==> src/rtl/ysyx_23060061_axil_pkg.sv <==
// Shared constants for the N-master AXI-Lite arbiter.
// FSM state codes and AXI response codes.
package ysyx_23060061_axil_pkg;

  localparam logic [1:0] IDLE = 2'd0;
  localparam logic [1:0] RD   = 2'd1;
  localparam logic [1:0] WR   = 2'd2;

  localparam logic [1:0] OKAY   = 2'b00;
  localparam logic [1:0] EXOKAY = 2'b01;
  localparam logic [1:0] SLVERR = 2'b10;
  localparam logic [1:0] DECERR = 2'b11;

endpackage

==> src/rtl/ysyx_23060061_rr_picker.sv <==
// Rotating-priority one-hot picker.
// Search starts at i_ptr; ptr tied to 0 gives lowest-index-first.
module ysyx_23060061_rr_picker #(
  parameter int N  = 2,
  parameter int PW = (N > 1) ? $clog2(N) : 1
) (
  input  logic [N-1:0]  i_req,
  input  logic [PW-1:0] i_ptr,
  output logic [N-1:0]  o_gnt
);

  // first requester at or after the pointer, wrapping around
  always_comb begin : p_pick
    logic          hit;
    logic [PW-1:0] j;
    o_gnt = '0;
    hit   = 1'b0;
    j     = '0;
    for (int k = 0; k < N; k++) begin
      j = PW'((int'(i_ptr) + k) % N);
      if (!hit && i_req[j]) begin
        o_gnt[j] = 1'b1;
        hit      = 1'b1;
      end
    end
  end

endmodule

==> src/rtl/ysyx_23060061_axil_nway_arbiter.sv <==
// N-master to 1-slave AXI-Lite arbiter, one transaction per grant.
// Define AXIL_ARB_RR_EN for round-robin; otherwise fixed priority.
module ysyx_23060061_axil_nway_arbiter
  import ysyx_23060061_axil_pkg::*;
#(
  parameter int N_MST = 2,
  parameter int AW    = 32,
  parameter int DW    = 32
) (
  input  logic                    clk,
  input  logic                    rst,
  input  logic [N_MST*AW-1:0]     m_araddr,
  input  logic [N_MST*AW-1:0]     m_awaddr,
  input  logic [N_MST-1:0]        m_arvalid,
  input  logic [N_MST-1:0]        m_awvalid,
  input  logic [N_MST-1:0]        m_wvalid,
  input  logic [N_MST-1:0]        m_rready,
  input  logic [N_MST-1:0]        m_bready,
  input  logic [N_MST*DW-1:0]     m_wdata,
  input  logic [N_MST*DW/8-1:0]   m_wstrb,
  output logic [N_MST-1:0]        m_arready,
  output logic [N_MST-1:0]        m_awready,
  output logic [N_MST-1:0]        m_wready,
  output logic [N_MST-1:0]        m_rvalid,
  output logic [N_MST-1:0]        m_bvalid,
  output logic [DW-1:0]           m_rdata,
  output logic [1:0]              m_rresp,
  output logic [1:0]              m_bresp,
  output logic [AW-1:0]           araddr,
  output logic [AW-1:0]           awaddr,
  output logic [DW-1:0]           wdata,
  output logic [DW/8-1:0]         wstrb,
  output logic                    arvalid,
  output logic                    awvalid,
  output logic                    wvalid,
  output logic                    rready,
  output logic                    bready,
  input  logic                    arready,
  input  logic                    awready,
  input  logic                    wready,
  input  logic                    rvalid,
  input  logic                    bvalid,
  input  logic [DW-1:0]           rdata,
  input  logic [1:0]              rresp,
  input  logic [1:0]              bresp,
  output logic [N_MST-1:0]        grant
);

  localparam int IW = $clog2(N_MST);
  localparam int SW = DW / 8;

  logic [1:0]       r_state;
  logic [1:0]       w_state_nxt;
  logic [N_MST-1:0] r_grant;
  logic [N_MST-1:0] w_grant_nxt;
  logic             r_ar_done;
  logic             r_aw_done;
  logic             r_w_done;
  logic             w_ar_done_nxt;
  logic             w_aw_done_nxt;
  logic             w_w_done_nxt;
  logic [N_MST-1:0] w_req;
  logic [N_MST-1:0] w_pick;
  logic [IW-1:0]    w_own;
  logic [IW-1:0]    w_ptr;
  logic             w_ar_hs;
  logic             w_aw_hs;
  logic             w_w_hs;
  logic             w_r_hs;
  logic             w_b_hs;

  assign w_req = m_arvalid | (m_awvalid & m_wvalid);
  assign grant = r_grant;

`ifdef AXIL_ARB_RR_EN
  logic [IW-1:0] r_ptr;
  logic [IW-1:0] w_ptr_nxt;
  logic [IW-1:0] w_win;

  assign w_ptr = r_ptr;

  // index of the master chosen this cycle
  always_comb begin
    w_win = '0;
    for (int i = 0; i < N_MST; i++) begin
      if (w_pick[i]) w_win = IW'(i);
    end
  end
`else
  assign w_ptr = '0;
`endif

  ysyx_23060061_rr_picker #(
    .N (N_MST)
  ) u_pick (
    .i_req (w_req),
    .i_ptr (w_ptr),
    .o_gnt (w_pick)
  );

  // index of the current owner
  always_comb begin
    w_own = '0;
    for (int i = 0; i < N_MST; i++) begin
      if (r_grant[i]) w_own = IW'(i);
    end
  end

  assign w_ar_hs = arvalid & arready;
  assign w_aw_hs = awvalid & awready;
  assign w_w_hs  = wvalid & wready;
  assign w_r_hs  = rvalid & rready;
  assign w_b_hs  = bvalid & bready;

  // state, grant, done flags and pointer register
  always_ff @(posedge clk) begin
    if (rst) begin
      r_state   <= IDLE;
      r_grant   <= '0;
      r_ar_done <= 1'b0;
      r_aw_done <= 1'b0;
      r_w_done  <= 1'b0;
`ifdef AXIL_ARB_RR_EN
      r_ptr     <= '0;
`endif
    end else begin
      r_state   <= w_state_nxt;
      r_grant   <= w_grant_nxt;
      r_ar_done <= w_ar_done_nxt;
      r_aw_done <= w_aw_done_nxt;
      r_w_done  <= w_w_done_nxt;
`ifdef AXIL_ARB_RR_EN
      r_ptr     <= w_ptr_nxt;
`endif
    end
  end

  // arbitration and per-channel completion tracking
  always_comb begin
    w_state_nxt   = r_state;
    w_grant_nxt   = r_grant;
    w_ar_done_nxt = r_ar_done;
    w_aw_done_nxt = r_aw_done;
    w_w_done_nxt  = r_w_done;
`ifdef AXIL_ARB_RR_EN
    w_ptr_nxt     = r_ptr;
`endif
    unique case (r_state)
      IDLE: begin
        if (|w_req) begin
          w_grant_nxt   = w_pick;
          w_state_nxt   = (|(m_arvalid & w_pick)) ? RD : WR;
          w_ar_done_nxt = 1'b0;
          w_aw_done_nxt = 1'b0;
          w_w_done_nxt  = 1'b0;
`ifdef AXIL_ARB_RR_EN
          w_ptr_nxt = (w_win == IW'(N_MST - 1)) ? '0 : w_win + 1'b1;
`endif
        end
      end
      RD: begin
        if (w_ar_hs) w_ar_done_nxt = 1'b1;
        if (w_r_hs) begin
          w_state_nxt   = IDLE;
          w_grant_nxt   = '0;
          w_ar_done_nxt = 1'b0;
        end
      end
      WR: begin
        if (w_aw_hs) w_aw_done_nxt = 1'b1;
        if (w_w_hs)  w_w_done_nxt  = 1'b1;
        if (w_b_hs) begin
          w_state_nxt   = IDLE;
          w_grant_nxt   = '0;
          w_aw_done_nxt = 1'b0;
          w_w_done_nxt  = 1'b0;
        end
      end
      default: begin
        w_state_nxt   = IDLE;
        w_grant_nxt   = '0;
        w_ar_done_nxt = 1'b0;
        w_aw_done_nxt = 1'b0;
        w_w_done_nxt  = 1'b0;
      end
    endcase
  end

  // channel forwarding between owner and slave
  always_comb begin
    m_arready = '0;
    m_awready = '0;
    m_wready  = '0;
    m_rvalid  = '0;
    m_bvalid  = '0;
    m_rdata   = '0;
    m_rresp   = '0;
    m_bresp   = '0;
    araddr    = '0;
    awaddr    = '0;
    wdata     = '0;
    wstrb     = '0;
    arvalid   = 1'b0;
    awvalid   = 1'b0;
    wvalid    = 1'b0;
    rready    = 1'b0;
    bready    = 1'b0;
    unique case (r_state)
      RD: begin
        araddr           = m_araddr[int'(w_own)*AW +: AW];
        arvalid          = m_arvalid[w_own] & ~r_ar_done;
        rready           = m_rready[w_own];
        m_arready[w_own] = arready & ~r_ar_done;
        m_rvalid[w_own]  = rvalid;
        m_rdata          = rdata;
        m_rresp          = rresp;
      end
      WR: begin
        awaddr           = m_awaddr[int'(w_own)*AW +: AW];
        wdata            = m_wdata[int'(w_own)*DW +: DW];
        wstrb            = m_wstrb[int'(w_own)*SW +: SW];
        awvalid          = m_awvalid[w_own] & ~r_aw_done;
        wvalid           = m_wvalid[w_own] & ~r_w_done;
        bready           = m_bready[w_own];
        m_awready[w_own] = awready & ~r_aw_done;
        m_wready[w_own]  = wready & ~r_w_done;
        m_bvalid[w_own]  = bvalid;
        m_bresp          = bresp;
      end
      default: begin
      end
    endcase
  end

endmodule

==> config.mk <==
export PLATFORM = sky130hd
export DESIGN_NAME = ysyx_23060061_axil_nway_arbiter
export DESIGN_NICKNAME = d
export VERILOG_FILES = /design/src/rtl/ysyx_23060061_axil_pkg.sv /design/src/rtl/ysyx_23060061_rr_picker.sv /design/src/rtl/ysyx_23060061_axil_nway_arbiter.sv
export SDC_FILE = /design/constraint.sdc
export NUM_CORES = 1
export LEC_CHECK = 0
export ABC_AREA = 1
export BUFFER_PORTS_ARGS = -buffer_cell sky130_fd_sc_hd__buf_2
export CAP_MARGIN = 20
export CORE_AREA = 5 5 153 155
export DETAILED_ROUTE_END_ITERATION = 8
export DIE_AREA = 0 0 158 160
export GPL_TIMING_DRIVEN = 1
export HOLD_SLACK_MARGIN = 0.06
export PLACE_DENSITY_LB_ADDON = 0.2
export SLEW_MARGIN = 10
export SYNTH_ARGS = -nofsm -noshare
export SYNTH_HDL_FRONTEND = slang
export SYNTH_SLANG_ARGS = --single-unit
export TNS_END_PERCENT = 1
==> constraint.sdc <==
create_clock -name clk -period 2.6 [get_ports clk]
set_clock_uncertainty 0.2 [all_clocks]
set_input_delay 0.78 -clock clk [delete_from_list [all_inputs] [get_ports clk]]
set_output_delay 0.78 -clock clk [all_outputs]
set_load 0.01 [all_outputs]
==> summary.txt <==
Global route
  – Vias in the first global route: 3926
  – Total overflow reported by the global router: 0
  – Initial antenna violation count: 3
  – Pin count of the biggest net entering global routing: 69
  – First-pass GRT wire length: 20690 um
  – Overall track demand over capacity in global routing: 0.1035

Floorplanning
  – Floorplan core area: 21690 um^2
  – Io pins: 406
  – Die width: 158 um
  – Area of the die: 25280 um^2
  – Row count: 54
  – Die span in y: 160 um
  – Starting utilization of the core area: 0.09236

Placed design
  – Last weighted congestion value of the routability-driven placer: 0.7877
  – Half-perimeter wire length of the detailed placement result: 13100 um
  – Number of cells after detailed placement: 1031
  – # port buffers: 405

Worst setup path
  – Buffers and inverters on the worst path: 3
  – WP data required: 1620 ps
  – CP max-delay cell: dfxtp_1
  – Kind of launch point of the worst setup path: flip-flop
  – Worst-path maximum fanout: 68
  – Sequence of cells on the critical path: inv_2 -> nand2_4 -> nor2_4 -> buf_12 -> a22o_1 -> buf_2
  – Start-to-end type of the worst setup path: flip-flop to output port
  – Kind of capture point of the worst setup path: output port
  – Crit path DAT: 1550 ps
  – Gate family responsible for the most delay along the worst path: buffers and inverters
  – Slowest cell delay on critical path: 310 ps

Synth
  – Count of cell types in the netlist: 26
  – Share of synthesized area occupied by flip-flops and latches: 0.06996
  – Mapped Cells: 364
  – Average cell area after synthesis: 5.503 um^2
  – Synth cell count leaders: nand2_1, a22o_1, nor2_1
  – Post-Synthesis Cell Area: 2003 um^2
  – Fraction of registers with async set or reset after synthesis: 0
  – Synth Flop Type: dfxtp_1
  – Total number of yosys warnings: 0
  – Post-synthesis sequential element count: 7
  – EDFF count, synth: 0
  – Dominant cell type by area after synthesis: a22o_1
  – Post-synth top area share: 0.2973
  – Ranking of synthesized cells by area: a22o_1, nand2_1, nor2_1
  – Syn Nets: 617
  – Most common cell in the synthesized netlist: nand2_1

STA
  – Fmax achieved: 394.7 MHz
  – Unrepaired setup endpoints after global routing: yes
  – Portion of the clock cycle consumed by the worst path in the final layout: 0.9744
  – Final critical-path required period: 2533 ps
  – Post-route setup TNS: 0 ps
  – Headroom to the max-slew limit: 0.7724
  – Number of max-slew violations in the final report: 0
  – Setup violations, final: 0
  – Tightest Pin Transition: 341.5 ps
  – Worst hold margin: 292.3 ps
  – Number of failing hold endpoints at the final stage: 0

Clocking
  – CTS HTree Levels: 1
  – Latest clock arrival within the worst-skew pair: 240 ps
  – CTS Hold Buffers Added: 0
  – Number of buffers added by the clock tree synthesis step: 3
  – CTS clock-pin slew for the worst setup and hold paths: 40 ps
  – Buffer type at the clock tree root: clkbuf_16
  – Sink Count: 7
  – CTS tree: done
  – Maximum count of clock buffers along a single path: 2

Route
  – Final wirelength: 15360 um
  – Wire length on met2: 8426 um
  – Final routed DRC violation total: 0
  – Routed wl met3: 1821 um
  – Via count of the routed design: 3991
  – First-pass iteration count of the detailed router: 4
  – Post-DR vias/cell: 3.841
  – WL met1: 4958 um
  – Violation count after the first detailed-routing iteration: 156
  – Highest metal layer used by the detailed router: met5
  – Post-route antenna net violation count: 0
  – Wirelength per Cell: 14.78 um

Finish
  – Share of final-layout standard cells stronger than drive strength 1: 0.5826
  – Area grow syn2layout: 124.5%
  – Multi-input combinational cell area: 1490 um^2
  – Sequential cell area: 145.1 um^2
  – Non-Filler Instances: 1039
  – Final Util: 0.2073
  – Net total in the final layout: 1011
  – Number of filler cells placed in the layout: 2538

Job
  – Max-cap viol count: 0

Pwr
  – Peak supply drop: 0.1645 mV
  – Switching share of power: 0.4396
  – Part of the total power dissipated in sequential elements: 0.105
  – Power Density: 284.8 nW/um^2
  – Fraction of power consumed by the clock network: 0.213
  – Internal power contribution: 717.6 uW
  – Portion of total power attributed to combinational logic: 0.682
  – Post-layout power: 1.281 mW
  – Leakage power of the design: 2.921 nW
  – Net load switching power: 562.9 uW

Run status
  – Status: finished clean

Worst hold path
  – Type of the worst min-delay path: flip-flop to flip-flop
-- per-layer routing --
layer  GRT usage  vias up
met3     0.01976       11
met2      0.2227      258
li1            -     1996
met4     0.01512        2
met1     0.09927     1724
met5           0        -
-- flip-flops by register name (all words and copies together), names as in the netlist --
register   count
r_aw_done      1
r_state        2
r_ar_done      1
grant          2
r_w_done       1
-- kinds of logic (layout without fill, tap and decap cells) --
kind of cell / count (synthesis) / after routing / synth area share
AND/OR/NAND/NOR: 150 / 150 / 0.3036
AO/OA/AOI/OAI: 119 / 119 / 0.4310
buffers and inverters: 88 / 481 / 0.1955
flip-flops: 7 / 7 / 0.06995
other: 0 / 2 / 0
-- power groups by stage --
stage,clock [mW],combinational [mW],sequential [mW]
after floorplan,0,0.424,0.125
after global placement,0,0.894,0.136
after detailed placement,0,0.885,0.136
after CTS,0.279,0.895,0.135
after global routing,0.284,0.969,0.137
final,0.273,0.874,0.134
-- stage by stage --
| stage | instance area [um^2] | worst slack (ps) |
|---|---|---|
| after floorplan | 2003 | 182.8 |
| after global placement | 4350 | 22.71 |
| after detailed placement | 4350 | -71.78 |
| after CTS | 4479 | 16.60 |
| after global routing | 4494 | -12.79 |
| final | 4497 | 66.51 |
-- final cells by class --
class,instances,share of cell area
flip-flops and latches,7,0.03228
clock buffers,4,0.01753
repair buffers,419,0.4897
inverters,58,0.05008
well taps,280,0.07791
multi-input cells,269,0.3314
diodes,2,0.001113
-- worst paths after layout --
| check | start | endpoint | slack, ps | depth (start not counted) |
|---|---|---|---|---|
| min | grant[0] | grant[0] | 290 | 2 |
| max | r_state[0] | wdata[5] | 70 | 6 |
| min reg2reg | grant[0] | grant[0] | 290 | 2 |
| max reg2reg | grant[1] | grant[1] | 870 | 7 |
-- cell usage in the layout (no fill, tap or decap), drive strengths merged --
master / count
nand4: 1
nor3: 3
buf: 419
o21bai: 1
nand3: 3
o211ai: 1
nor2: 58
diode: 2
dfxtp: 7
clkbuf: 4
o21ai: 7
a22o: 68
a21oi: 42
inv: 58
nand2: 84
nor4: 1
-- tightest hold or removal path: cells and delay by family, from the launching register on --
family	cells	cell delay [ps]
flip-flops	1	320
AND/OR/NAND/NOR	1	90
AO/OA/AOI/OAI	1	40
-- what timing repair did --
item | 4_1_cts | 5_1_grt
pin swaps | 1 | 0
gates cloned | 1 | 0
endpoints found under the setup margin | 61 | 41
endpoints found under the hold margin | 0 | 0
buffers inserted | 1 | 0
resized for setup | 4 | 6
(Power assumes the default switching activity.)
